**src/rtl/score_combo_counter_if.sv**
```systemverilog
// score_combo_counter_if: ready/valid hit handshake between the hit judge and the score counter
interface score_combo_counter_if;
  logic       hit_valid;
  logic [1:0] hit_grade;
  logic       hit_ready;
  modport master (output hit_valid, hit_grade, input hit_ready);
  modport slave (input hit_valid, hit_grade, output hit_ready);
endinterface

```
**src/rtl/score_combo_counter.sv**
```systemverilog
// score_combo_counter: saturating BCD score, combo and max-combo tracker with threshold bonus
module score_combo_counter #(
  parameter int                  DIGITS       = 4,
  parameter int                  COMBO_WIDTH  = 8,
  parameter logic [4*DIGITS-1:0] OK_PTS       = 'h1,
  parameter logic [4*DIGITS-1:0] GOOD_PTS     = 'h3,
  parameter logic [4*DIGITS-1:0] BONUS_PTS    = 'h1,
  parameter int                  BONUS_THRESH = 10
) (
  input  logic                     clock,
  input  logic                     clear_b,
  input  logic                     enable,
  score_combo_counter_if.slave     hit,
  output logic [4*DIGITS-1:0]      score,
  output logic [COMBO_WIDTH-1:0]   combo,
  output logic [COMBO_WIDTH-1:0]   max_combo,
  output logic                     score_sat,
  output logic                     bonus_pulse
);
  localparam int SW = 4 * DIGITS;
  typedef enum logic [1:0] {IDLE, ADD, BONUS} state_t;
  state_t                 state_q, state_d;
  logic [1:0]             grade_q, grade_d;
  logic [SW-1:0]          score_q, score_d;
  logic [COMBO_WIDTH-1:0] combo_q, combo_d, max_q, max_d, combo_inc;
  logic                   sat_q, sat_d, bonus_q, bonus_d;
  logic                   accept, miss, upd, carry;
  logic [SW-1:0]          addend, sum;
  logic [4:0]             dsum;
  always_ff @(posedge clock or negedge clear_b)
    if (!clear_b) state_q <= IDLE;
    else state_q <= state_d;
  always_ff @(posedge clock or negedge clear_b)
    if (!clear_b) begin
      grade_q <= '0;
      score_q <= '0;
      combo_q <= '0;
      max_q   <= '0;
      sat_q   <= 1'b0;
      bonus_q <= 1'b0;
    end else begin
      grade_q <= grade_d;
      score_q <= score_d;
      combo_q <= combo_d;
      max_q   <= max_d;
      sat_q   <= sat_d;
      bonus_q <= bonus_d;
    end
  assign accept    = hit.hit_valid && hit.hit_ready;
  assign miss      = !(grade_q == 2'b01 || grade_q == 2'b10);
  assign combo_inc = &combo_q ? combo_q : combo_q + COMBO_WIDTH'(1);
  always_comb begin
    state_d = state_q == IDLE ? (accept ? ADD : IDLE) :
              state_q == ADD && !miss && 32'(combo_inc) >= BONUS_THRESH ? BONUS : IDLE;
    grade_d = accept ? hit.hit_grade : grade_q;
  end
  // Digit-serial BCD add; carry out of the top digit means the score overflowed
  always_comb begin
    addend = state_q == BONUS ? BONUS_PTS : grade_q == 2'b10 ? GOOD_PTS : OK_PTS;
    carry  = 1'b0;
    sum    = '0;
    dsum   = '0;
    for (int i = 0; i < DIGITS; i++) begin
      dsum = {1'b0, score_q[4*i +: 4]} + {1'b0, addend[4*i +: 4]} + 5'(carry);
      carry = dsum > 5'd9;
      dsum = carry ? dsum + 5'd6 : dsum;
      sum[4*i +: 4] = dsum[3:0];
    end
  end
  always_comb begin
    upd           = state_q == BONUS || (state_q == ADD && !miss);
    score_d       = upd ? (carry ? {DIGITS{4'h9}} : sum) : score_q;
    sat_d         = sat_q | (upd & carry);
    combo_d       = state_q == ADD ? (miss ? '0 : combo_inc) : combo_q;
    max_d         = state_q == ADD && !miss && combo_inc > max_q ? combo_inc : max_q;
    bonus_d       = state_q == BONUS;
    hit.hit_ready = enable && state_q == IDLE;
  end
  assign score       = score_q;
  assign combo       = combo_q;
  assign max_combo   = max_q;
  assign score_sat   = sat_q;
  assign bonus_pulse = bonus_q;
endmodule

```
**src/flat_wrapper.sv**
```systemverilog
// flat-port wrapper written by rule: the top's interface ports become plain ports
module score_combo_counter_flat 
#(
  parameter int                  DIGITS       = 4,
  parameter int                  COMBO_WIDTH  = 8,
  parameter logic [4*DIGITS-1:0] OK_PTS       = 'h1,
  parameter logic [4*DIGITS-1:0] GOOD_PTS     = 'h3,
  parameter logic [4*DIGITS-1:0] BONUS_PTS    = 'h1,
  parameter int                  BONUS_THRESH = 10
)
  (clock, clear_b, enable, score, combo, max_combo, score_sat, bonus_pulse, hit_hit_valid, hit_hit_grade, hit_hit_ready);
  score_combo_counter_if hit_i ();
  input  logic clock;
  input  logic clear_b;
  input  logic enable;
  output logic [4*DIGITS-1:0] score;
  output logic [COMBO_WIDTH-1:0] combo;
  output logic [COMBO_WIDTH-1:0] max_combo;
  output logic score_sat;
  output logic bonus_pulse;
  input wire logic [$bits(hit_i.hit_valid)-1:0] hit_hit_valid;
  input wire logic [$bits(hit_i.hit_grade)-1:0] hit_hit_grade;
  output wire logic [$bits(hit_i.hit_ready)-1:0] hit_hit_ready;
  assign hit_i.hit_valid = hit_hit_valid;
  assign hit_i.hit_grade = hit_hit_grade;
  assign hit_hit_ready = hit_i.hit_ready;
  score_combo_counter #(.DIGITS(DIGITS), .COMBO_WIDTH(COMBO_WIDTH), .OK_PTS(OK_PTS), .GOOD_PTS(GOOD_PTS), .BONUS_PTS(BONUS_PTS), .BONUS_THRESH(BONUS_THRESH)) u_core (.clock(clock), .clear_b(clear_b), .enable(enable), .hit(hit_i), .score(score), .combo(combo), .max_combo(max_combo), .score_sat(score_sat), .bonus_pulse(bonus_pulse));
endmodule
```
**config.mk**
```make
export PLATFORM = sky130hd
export DESIGN_NAME = score_combo_counter_flat
export DESIGN_NICKNAME = d
export VERILOG_FILES = /design/src/rtl/score_combo_counter_if.sv /design/src/rtl/score_combo_counter.sv /design/src/flat_wrapper.sv
export SDC_FILE = /design/constraint.sdc
export NUM_CORES = 1
export LEC_CHECK = 0
export ABC_AREA = 1
export CAP_MARGIN = 0
export CELL_PAD_IN_SITES_DETAIL_PLACEMENT = 0
export CELL_PAD_IN_SITES_GLOBAL_PLACEMENT = 2
export CORE_MARGIN = 2
export CORE_UTILIZATION = 28
export CTS_BUF_LIST = sky130_fd_sc_hd__clkbuf_16
export DETAILED_ROUTE_END_ITERATION = 16
export PLACE_DENSITY_LB_ADDON = 0.1
export REMOVE_ABC_BUFFERS = 1
export SETUP_SLACK_MARGIN = 0.3
export SLEW_MARGIN = 20
export SYNTH_ARGS = -nofsm -noshare
export SYNTH_HDL_FRONTEND = slang
export SYNTH_SLANG_ARGS = --single-unit
```
**constraint.sdc**
```tcl
create_clock -name clock -period 4.85 [get_ports clock]
set_input_delay 0.97 -clock clock [delete_from_list [all_inputs] [get_ports clock]]
set_output_delay 0.97 -clock clock [all_outputs]
set_load 0.01 [all_outputs]
```
==> metrics.cfg <==
[floorplanning]
die_h_um = 96.9
die_x_um = 96.9
core_um2 = 8300
num_rows = 33
dieArea_um2 = 9390
initial_core_util = 0.291
ios = 41

[pwr]
powerDensity_nw_per_um2 = 654
finalPower_mw = 2.26
p_int_mw = 1.35
p_seq_frac = 0.225
peakVddDrop_mv = 0.309
p_switching_uw = 911
p_sw_frac = 0.404
power_frac_comb = 0.586
p_clk_frac = 0.189
cellLeakagePower_nw = 1.71

[synthesis]
ys_ff_latch = 38
synthesis.area_um2 = 2420
synth_cell_types = 30
avgSynthCellArea_um2 = 7.77
yosysWarnings = 0
synth_seq_area_share = 0.393
synthCells = 311

[clocking]
cts_root_buf = clkbuf_16
clock-sinks = 38
clk_latency_ns = 0.28
cts_max_level = 2
cts_hold_buf = 0
cts_tree = built
clockBufferDepth = 2
cts-buffers-inserted = 5
cts.clk_slew.worst_paths_ns = 0.06

[sta]
period_needed_ns = 4.35
tns_ns = 0
worst_slack_ns = 0.503
worst_pin_slew_ns = 0.919
hold_viol = 0
finalSetupViolCount = 0
max_slew_margin = 0.387
fin_crit_sh = 0.896
finalClockSkew_ns = 0.00520
slew_violations = 0
clock.fmax_mhz = 230
rsz0062_at_grt = true

[route]
finalWirelength_um = 6280
route.vias.total = 2184
wl_per_cell_um = 13.0
post-route-drc-count = 0
via_per_inst = 4.51
first_iter_violations = 73
ant_nets = 0
drt_pass1_iterations = 4

[setup_path]
critPathSlowestCell = dfrtp_1
setup.worst_path.start_class = flop
end_kind = flop
cpPeakStageDelay_ns = 0.37
crit_fanout = 8
critical_path_class = reg2reg
cp.required_ns = 5.06
arrival_ns = 4.56
cp_common_cell = nand2_1

[grt]
grt_start_max_net_pins = 39
gr-total-overflow = 0
grt_pass1_wl_um = 10400
grt_pass1_vias = 2122
antenna_found_initial = 0
grt_usage = 0.135

[final_layout]
fillCellCount = 853
stdcell_count = 484
drive_above_1_share = 0.169
regArea_um2 = 951
syn_to_final_growth_pct = 42.8
final_util = 0.416
antennaDiodeCount = 0
multi_input_area_um2 = 1440
fin_nets = 406

[place]
dp_hpwl_um = 4420
io_buffers = 40
place_congestion = 0.771
dpl_worst_slack_ns = -0.0409
placedCellCount = 462

[min_path]
hold_path.class = reg2reg

[outcome]
status = finished, final reports clean

[job]
drv_cap = 0

==> area by class of cell <==
class | count | area share
tap | 105 | 0.0381
multi-input combinational | 223 | 0.416
inverter | 50 | 0.0573
clock buffer | 5 | 0.0363
timing repair buffer | 60 | 0.158
sequential | 38 | 0.276
clock inverter | 3 | 0.0185
==> state kept, by name, summed over array words and instances, names as in the netlist <==
signal              cells
u_core.score           16
u_core.bonus_pulse      1
u_core.score_sat        1
u_core.grade_q          2
u_core.combo            8
u_core.state_q          2
u_core.max_combo        8
==> worst max-delay path: cells and delay by family (launching register included) <==
kind	cells	cell delay, ns
adders and majority gates	9	1.69
DFF	1	0.37
xor gates and xnor gates	3	0.46
AOI/OAI and AO/OA	1	0.11
buffers and inverters	3	0.24
and+or+nand+nor	19	1.42
==> cell usage in the layout, fill, tap and decap left out, types with 2 or more instances in the layout <==
master,count
nor2_1,16
nand4_1,3
a22oi_1,2
a21oi_1,5
clkdlybuf4s50_1,39
bufinv_16,2
nor3_1,2
xor2_1,4
inv_2,5
clkbuf_16,5
nand3_2,3
buf_4,20
dfrtp_1,38
o22ai_1,5
nand2_4,3
ha_4,7
ha_1,13
xor2_2,2
inv_1,43
nand2_2,6
o22a_1,3
o21ai_1,3
o21ai_0,13
xnor2_2,2
nand3_1,27
nand2_1,94
==> through the flow <==
step,hold slack [ns],cell area [µm²]
after floorplan,0.453,2420
after global placement,0.446,2990
after detailed placement,0.449,2990
after CTS,0.468,3270
after global routing,0.502,3450
final,0.459,3450
==> metal layers <==
layer  wire (µm)  GRT usage  up-vias  part of all wire
li1            -          -     1134                 -
met1        3310      0.197     1007              0.53
met2        2750      0.207       39              0.44
met3         181     0.0231        4             0.029
met4          39     0.0358        0            0.0062
met5           0          0        -                 0
==> power groups by stage <==
stage               Clock [mW]  Combinational [mW]  Sequential, mW
floorplan                    0               0.597           0.515
global placement             0               0.991           0.500
detailed placement           0               0.980           0.497
CTS                      0.439                1.10           0.498
global route             0.450                1.48           0.524
finish                   0.426                1.32           0.507
==> synth_stat cells <==
cell type,count,share of area
nand2_1,101,0.16
inv_1,47,0.073
dfrtp_1,38,0.39
nand3_1,30,0.062
ha_1,21,0.11
nor2_1,16,0.025
o21ai_0,13,0.027
xor2_1,6,0.022
a21oi_1,5,0.010
o22ai_1,5,0.013
nand4_1,3,0.0078
o21ai_1,3,0.0062
o22a_1,3,0.011
a22oi_1,2,0.0062
nor3_1,2,0.0041
xnor2_1,2,0.0072
a21boi_0,1,0.0031
a21o_1,1,0.0031
a31oi_4,1,0.0088
clkinv_4,1,0.0036
fa_1,1,0.0083
inv_2,1,0.0016
inv_4,1,0.0026
nand2_2,1,0.0026
nand2_4,1,0.0047
nand2_8,1,0.0083
nand3_4,1,0.0072
nand3b_1,1,0.0031
nor3_4,1,0.0067
o31ai_1,1,0.0031
==> worst paths after layout <==
| path | from | to | slack [ns] | cells past startpoint |
|---|---|---|---|---|
| max | u_core.grade_q[0] | u_core.score[1] | 0.50 | 35 |
| min | u_core.score_sat | u_core.score_sat | 0.46 | 1 |
| max reg2reg | u_core.grade_q[0] | u_core.score[1] | 0.50 | 35 |
| min reg2reg | u_core.score_sat | u_core.score_sat | 0.46 | 1 |
| max in group asynchronous | clear_b | u_core.score[6] | 3.45 | 1 |
| min in group asynchronous | clear_b | u_core.combo[6] | 0.83 | 1 |
==> cells by family (layout without fill, tap and decap cells) <==
family,count (synthesis),after routing,share of synthesized area
and+or+nand+nor,158,158,0.288
adders and majority gates,22,22,0.117
AOI/OAI and AO/OA,35,35,0.0916
buffers and inverters,50,118,0.0807
DFF,38,38,0.393
xor gates and xnor gates,8,8,0.0290
==> timing repair <==
action                     in CTS  in global routing
setup buffers                   4                 10
cloned                          0                  0
pin swaps                       4                 20
gates resized for setup        18                 19
setup endpoints to repair      17                 17
Note: power is estimated with default switching activity, not from simulation.
